File: config.mk
export PLATFORM = sky130hd
export DESIGN_NAME = adc_sample_averager
export DESIGN_NICKNAME = d
export VERILOG_FILES = /design/src/rtl/adc_sample_averager.sv
export SDC_FILE = /design/constraint.sdc
export NUM_CORES = 1
export LEC_CHECK = 0
export BUFFER_PORTS_ARGS = -buffer_cell sky130_fd_sc_hd__buf_2
export CORE_UTILIZATION = 35
export CTS_BUF_LIST = sky130_fd_sc_hd__clkbuf_16
export DETAILED_ROUTE_END_ITERATION = 7
export HOLD_SLACK_MARGIN = 0.05
export PLACE_DENSITY = 0.51
export SKIP_CTS_REPAIR_TIMING = 1
export SYNTH_ARGS = -nofsm -noshare
export SYNTH_HDL_FRONTEND = slang
export SYNTH_SLANG_ARGS = --single-unit
File: constraint.sdc
create_clock -name pclk -period 8.59 [get_ports pclk]
set_input_delay 1.718 -clock pclk [delete_from_list [all_inputs] [get_ports pclk]]
set_output_delay 1.718 -clock pclk [all_outputs]
set_load 0.01 [all_outputs]
File: src/rtl/adc_sample_averager.sv
// Per-channel boxcar averager that drains the ADC sample FIFO one entry at a time
// and flags completed averages that fall outside the hi/lo window.
module adc_sample_averager #(
  parameter int CH_NUM   = 8,
  parameter int DW       = 10,
  parameter int CHW      = 4,
  parameter int MAX_LOG2 = 7
) (
  input  logic              pclk,
  input  logic              rstb,
  input  logic              enable,
  input  logic              clear,
  input  logic [2:0]        avg_log2,
  input  logic [CH_NUM-1:0] ch_mask,
  input  logic [DW-1:0]     thr_hi,
  input  logic [DW-1:0]     thr_lo,
  input  logic              fifo_empty,
  output logic              fifo_rd_en,
  input  logic              fifo_valid,
  input  logic [CHW+DW-1:0] fifo_dout,
  input  logic [CHW-1:0]    res_sel,
  output logic [DW-1:0]     res_data,
  output logic [CH_NUM-1:0] res_valid,
  output logic              done_pulse,
  output logic [CH_NUM-1:0] win_flag,
  output logic [1:0]        err_flag
);

  localparam int AW   = DW + MAX_LOG2;
  localparam int CNTW = MAX_LOG2 + 1;
  localparam int CIW  = (CH_NUM > 1) ? $clog2(CH_NUM) : 1;

  localparam logic [1:0] S_IDLE = 2'd0;
  localparam logic [1:0] S_POP  = 2'd1;
  localparam logic [1:0] S_WAIT = 2'd2;
  localparam logic [1:0] S_ACC  = 2'd3;

  logic [1:0]     state;
  logic [1:0]     wait_cnt;
  logic           enable_d;
  logic [2:0]     lat_l;
  logic [2:0]     avg_clip;
  logic [CHW-1:0] ent_chan;
  logic [DW-1:0]  ent_sample;

  logic [AW-1:0]   acc    [CH_NUM];
  logic [CNTW-1:0] cnt    [CH_NUM];
  logic [DW-1:0]   result [CH_NUM];

  logic [CIW-1:0]  ci;
  logic            chan_bad;
  logic            timeout;
  logic [AW-1:0]   acc_sum;
  logic [CNTW-1:0] cnt_inc;
  logic [CNTW-1:0] cnt_target;
  logic            win_done;
  logic [DW-1:0]   new_res;

  assign avg_clip   = (int'(avg_log2) > MAX_LOG2) ? 3'(MAX_LOG2) : avg_log2;
  assign fifo_rd_en = (state == S_POP);
  assign timeout    = (state == S_WAIT) && !fifo_valid && (wait_cnt == 2'd3);

  assign ci         = ent_chan[CIW-1:0];
  assign chan_bad   = (int'(ent_chan) >= CH_NUM);
  assign acc_sum    = acc[ci] + AW'(ent_sample);
  assign cnt_inc    = cnt[ci] + CNTW'(1);
  assign cnt_target = CNTW'(1) << lat_l;
  // >= rather than == so a window shortened by a new L still closes
  assign win_done   = (cnt_inc >= cnt_target);
  assign new_res    = DW'(acc_sum >> lat_l);

  always_ff @(posedge pclk or negedge rstb) begin
    if (!rstb) begin
      state      <= S_IDLE;
      wait_cnt   <= '0;
      enable_d   <= 1'b0;
      lat_l      <= '0;
      ent_chan   <= '0;
      ent_sample <= '0;
    end else begin
      enable_d <= enable;
      if (enable && !enable_d)
        lat_l <= avg_clip;
      case (state)
        S_IDLE: if (enable && !fifo_empty) state <= S_POP;
        S_POP: begin
          wait_cnt <= '0;
          state    <= S_WAIT;
        end
        S_WAIT: begin
          if (fifo_valid) begin
            ent_chan   <= fifo_dout[CHW+DW-1:DW];
            ent_sample <= fifo_dout[DW-1:0];
            state      <= S_ACC;
          end else if (wait_cnt == 2'd3) begin
            state <= S_IDLE;
          end else begin
            wait_cnt <= wait_cnt + 2'd1;
          end
        end
        default: state <= S_IDLE;
      endcase
    end
  end

  // clear has priority over everything, including the entry sitting in ACC
  always_ff @(posedge pclk or negedge rstb) begin
    if (!rstb) begin
      for (int i = 0; i < CH_NUM; i++) begin
        acc[i]    <= '0;
        cnt[i]    <= '0;
        result[i] <= '0;
      end
      res_valid  <= '0;
      win_flag   <= '0;
      err_flag   <= '0;
      done_pulse <= 1'b0;
    end else begin
      done_pulse <= 1'b0;
      if (clear) begin
        for (int i = 0; i < CH_NUM; i++) begin
          acc[i]    <= '0;
          cnt[i]    <= '0;
          result[i] <= '0;
        end
        res_valid <= '0;
        win_flag  <= '0;
        err_flag  <= '0;
      end else begin
        if (timeout)
          err_flag[1] <= 1'b1;
        if (state == S_ACC) begin
          if (chan_bad) begin
            err_flag[0] <= 1'b1;
          end else if (ch_mask[ci]) begin
            if (win_done) begin
              result[ci]    <= new_res;
              acc[ci]       <= '0;
              cnt[ci]       <= '0;
              res_valid[ci] <= 1'b1;
              done_pulse    <= 1'b1;
              if ((new_res > thr_hi) || (new_res < thr_lo))
                win_flag[ci] <= 1'b1;
            end else begin
              acc[ci] <= acc_sum;
              cnt[ci] <= cnt_inc;
            end
          end
        end
      end
    end
  end

  always_comb begin
    res_data = '0;
    if (int'(res_sel) < CH_NUM)
      res_data = result[res_sel[CIW-1:0]];
  end

endmodule
## Word level (Yosys, flattened, before mapping)

Index checks and enable logic that the tools add are counted.

| storage, ports and cells | value |
|---|---|
| register bits | 321 |
| bits in latches | 0 |
| bits in writable memories | 0 |
| ROM bits | 0 |
| bits of input ports | 55 |
| output and inout port bits | 30 |
| word-level logic and storage cells | 157 |
| memories | 0 |

| operators by class | value |
|---|---|
| add/sub/neg operators | 3 |
| multipliers | 0 |
| div/mod/pow operators | 0 |
| $lt $le $gt $ge | 10 |
| equal/unequal tests | 9 |
| shift operators | 2 |
| mux-type cells | 65 |
| bitwise gates (word level) | 8 |
| reductions and logical operators | 25 |

Operator list:

| kind | number |
|---|---|
| $mux 136 | 5 |
| $mux 80 | 5 |
| $mux 64 | 5 |
| $and 136x136->136 | 1 |
| $bwmux 136 | 1 |
| $not 136->136 | 1 |
| $mux 8 | 14 |
| $bwmux 80 | 1 |
| $and 64x64->64 | 1 |
| $bwmux 64 | 1 |
| $not 64->64 | 1 |
| $bmux 17 s3 | 1 |
| $demux 17 s3 | 1 |
| $mux 17 | 3 |
| $mux 10 | 4 |
| $bmux 10 s3 | 1 |
| $demux 10 s3 | 1 |
| $bmux 8 s3 | 1 |
| $demux 8 s3 | 1 |
| $add 17x10->17 | 1 |
| $shr 17x3->10 | 1 |
| $or 8x8->8 | 2 |
| $reduce_bool 2->1 | 7 |
| $ge 4x4->1 const B | 3 |
| other kinds (29) | 59 |

## Logic depth before layout (Yosys ltp)

| logic depth | value |
|---|---|
| depth after elaboration | 14 |
| mapped depth | 29 |
| mapped depth without buffers | 23 |

## Worst setup path after synthesis

Ideal clock, no wire load.

| timing | value |
|---|---|
| path kind | reg-to-reg |
| start point | reg ent_chan[0] |
| end point | reg win_flag[2] |
| library setup time | 0.138 ns |
| arrival time | 6.259 ns |
| required time | 8.452 ns |
| slack | 2.193 ns |
| cell stages (with the launch flop) | 28 |
| path buffers | 6 |
| clock period less this slack | 6.397 ns |
| path through | dfrtp_1 -> buf_2 -> buf_2 -> clkbuf_1 -> clkbuf_1 -> nor3_1 -> clkbuf_1 -> a22oi_1 -> nand4_1 -> ha_1 -> fa_1 -> a211oi_2 -> o21ai_1 -> o2111ai_1 -> a21oi_1 -> or2_1 -> mux4_2 -> mux2i_4 -> inv_1 -> ha_1 -> a21o_1 -> a21o_1 -> a221oi_1 -> a22o_1 -> and3_1 -> a41o_1 -> clkbuf_1 -> o22ai_1 |

| between the ends | value |
|---|---|
| word-level cells in the longest chain between the ends | 11 |
| elaborated cells between the ends (all ways) | 34 |
| classes of those cells | 2 x add/sub; 6 x order compare; 1 x eq/ne; 1 x shift; 16 x mux; 2 x bitwise; 6 x reduce/logical |

RTL lines:

| element | line | text |
|---|---|---|
| start: declaration | 43 | `logic [CHW-1:0] ent_chan;` |
| start signal: assignment | 92 | `ent_chan <= fifo_dout[CHW+DW-1:DW];` |
| parallel branches: the longest is 11 deep, another holds $add 17x10->17 | n/a |  |
| end signal: assignment | 115 | `win_flag <= '0;` |
| end signal: assignment | 127 | `win_flag <= '0;` |
| end signal: indexed assignment | 143 | `win_flag[ci] <= 1'b1;` |
| end: declaration | 25 | `output logic [CH_NUM-1:0] win_flag,` |

Parallel ways; which one is timed is not known. The select of a mux whose other input is x is not followed.
A chain may end at the register's enable or synchronous reset.

## Worst setup path in the final report

| timing | value |
|---|---|
| start point | reg ent_chan[1] |
| end point | reg win_flag[6] |

The elaborated chain is that of the path after synthesis.

==> run metrics <==
startpoint types=flip-flop; Vias/cell=5.50; sw frac=41.4%; initial antenna violation count=0; Tcrit/Tclk final=a little over four fifths; Initial Util=35.4%; FMAX=roughly 0.14 GHz; Nets=approximately 2000; hold_ws=slightly below 500 ps; count of cell types in the netlist=79; clock root buffer=clkbuf_16; synthesized area=between 15000 and 20000 sq um; sequential share of power=around a third; DP HPWL=36600 um; DR pass1 iterations=5; delay-heaviest family, CP=compound AO/OA/AOI/OAI gates; core area=48800 sq um; Gate power share=37.0%; Max-slew headroom=18.1%; row count=81; register area share after synthesis=46.5%; Worst EP required=9040 ps; post-route worst setup slack=1340 ps; max_cap viols=0; Critical Path AT=7700 ps; CP Buf/Inv Count=1; PwrDens=265 nW/um^2; TNS Setup=0 ps; HP Class=reg -> reg; clock power share=30.5%; commonest non-fill, non-tap cell in the layout=nand2_1; die extent in y=224 um; final setup fails=0; Iter 0 DRT Violations=1278; worst-margin pin slew=~1200 ps; final hold vios=0; ys flop type=dfrtp_1; delay of the slowest cell on the worst path=820 ps; Mapped Cells=approximately 1900; H-tree levels=2; Placement Setup Slack=between 1000 and 1500 ps; share of post-route cells with drive strength above 1=13.2%; first-pass GRT wire length=roughly 90000 um; largest area contributor in the netlist=dfrtp_1; unrepaired setup endpoints after global routing=false; WL per Instance=roughly 22 um; vias in the first global route=14400; PnR Total Power=5140 uW; ANT nets after route=0; post-synthesis register bit count=321; LEAKAGE=between 0.008 and 0.009 uW; Syn Area/Cell=~9.0 sq um; Pins Over Slew Limit=0; P_int=around 3000 uW; CTS Buffer Depth=3; crit path capture type=flip-flop; outcome=finished clean; share of the synthesized area in the top cell type=46.5%; Net Sw Power=2130 uW; critical path's slowest cell=dfrtp_2; cell chain of the critical path=nand2_1 > nor2_1 > a22oi_1 > nand4_1 > ha_1 > a211oi_2 > o21ai_1 > o2111ai_1 > a21oi_1 > or2_1 > mux4_2 > o21ai_2 > inv_1 > ha_1 > and4_1 > nand4_1 > nor2_1 > a221oi_1 > a22o_1 > and3_1 > a41o_1 > o31ai_1; IO Pins=85; gpl congestion=between 0.8 and 0.9; DR vias=14400; residual DRC count=0; Synth-to-Final Area Change=12.3%; clock skew=about 24 ps; largest net degree at the start of global routing=181; largest cells by area after synthesis=dfrtp_1 46%, nand2_1 11%, a21oi_1 7.2%, mux4_2 5.2%, ha_1 3.2%; port bufs=84; TritonCTS clock tree=built; Synthesis Warnings=0; antenna fix cells=0; fraction of registers with async set/reset=between 90% and 100%; total global routing track utilization=23.3%; CTS Buf Count=39; fin crit period=7250 ps; worst-path fanout max=31; Setup CP Type=reg -> reg; Sink Count=321; Core Util, Final=39.7%; Fillers=4963; number of synthesized flops with an enable pin=0; Remaining Overflow, GRT=0; Max VDD drop=approximately 0.19 mV; die width=224 um; die area=approximately 50000 sq um; commonest cells after routing, fill and taps aside=491 x nand2_1, 318 x dfrtp_1, 248 x a21oi_1; Worst-Skew Late Latency=roughly 560 ps; WL final=57800 um; Worst-path clk slew=60 ps; Synth Net Count=2011
[Yosys cell counts (12+ instances only)]
| master | n |
|---|---|
| a211oi_1 | 34 |
| a21oi_1 | 248 |
| a22oi_1 | 34 |
| and2_1 | 14 |
| buf_2 | 16 |
| clkbuf_1 | 105 |
| dfrtp_1 | 321 |
| ha_1 | 44 |
| inv_1 | 49 |
| mux2_2 | 27 |
| mux2i_1 | 34 |
| mux4_2 | 40 |
| nand2_1 | 495 |
| nand3_1 | 17 |
| nand3b_1 | 31 |
| nand4_1 | 12 |
| nor2_1 | 128 |
| nor2b_1 | 14 |
| nor3_1 | 15 |
| o21ai_0 | 42 |
| o22ai_1 | 15 |
| xnor2_1 | 12 |
[stage by stage]
step / std cells / area, sq um
floorplan: 1911 / 17300
global placement: 2551 / 18200
detailed placement: 2551 / 18200
CTS: 2616 / 19400
global route: 2616 / 19400
finish: 2616 / 19400
[logic make-up (layout without fill, tap and decap cells)]
| family | count (synthesis) | in the layout | synth area share, % |
|---|---|---|---|
| AOI/OAI and AO/OA | 465 | 465 | 16.6 |
| xor gates and xnor gates | 20 | 20 | 1.01 |
| adders and majority gates | 45 | 45 | 3.30 |
| buffers and inverters | 184 | 225 | 4.31 |
| DFF | 321 | 321 | 46.5 |
| muxes | 102 | 102 | 9.07 |
| and+or+nand+nor | 774 | 774 | 19.3 |
[flip-flops by register name, indices dropped and copies added (netlist names), 3 cells and up]
name,cells
acc,136
lat_l,3
ent_chan,4
ent_sample,10
cnt,64
result,80
res_valid,8
win_flag,8
[metal layers]
metal	part of all wire (%)	track usage [%]	wire [um]
met5	0	0	0
met4	2.4	7.29	1370
met3	5.3	3.49	3080
met2	48	38.4	27500
met1	45	31.5	25800
[path summary, 6_finish.rpt]
kind                                         startpoint                       to  slack (ps)  cells past startpoint
worst max register to register  ent_chan[1]$_DFFE_PN0P_  win_flag[6]$_DFFE_PN0P_        1340                     22
worst min-delay path            win_flag[4]$_DFFE_PN0P_  win_flag[4]$_DFFE_PN0P_         480                      2
min in group asynchronous                          rstb     lat_l[0]$_DFFE_PN0P_        1130                      1
worst max-delay path            ent_chan[1]$_DFFE_PN0P_  win_flag[6]$_DFFE_PN0P_        1340                     22
max in group asynchronous                          rstb  ent_chan[0]$_DFFE_PN0P_        5890                      2
worst min register to register  win_flag[4]$_DFFE_PN0P_  win_flag[4]$_DFFE_PN0P_         480                      2
[final cells by class]
cell class,count,area (sq um),share of cell area [%]
inverter,50,188,0.967
clock inverter,26,189,0.974
clock buffer,39,976,5.03
timing repair buffer,110,648,3.34
sequential,321,8040,41.4
tap,664,831,4.28
multi-input combinational,1406,8530,44.0
[worst reg2reg max path, delay by kind of cell (launching register included)]
| family | cells | cell delay [ps] |
|---|---|---|
| muxes | 1 | 470 |
| AOI/OAI and AO/OA | 10 | 2970 |
| DFF | 1 | 820 |
| adders and majority gates | 2 | 590 |
| and+or+nand+nor | 8 | 2150 |
| buffers and inverters | 1 | 140 |
[power groups by stage]
stage	clock network, uW	logic (uW)	registers (uW)
2_1_floorplan	0	1300	1630
3_3_place_gp	0	1860	1700
3_5_place_dp	0	1880	1700
4_1_cts	1610	1890	1670
5_1_grt	1660	2040	1680
6_report	1570	1900	1670
Note: power is estimated with default switching activity, not from simulation.
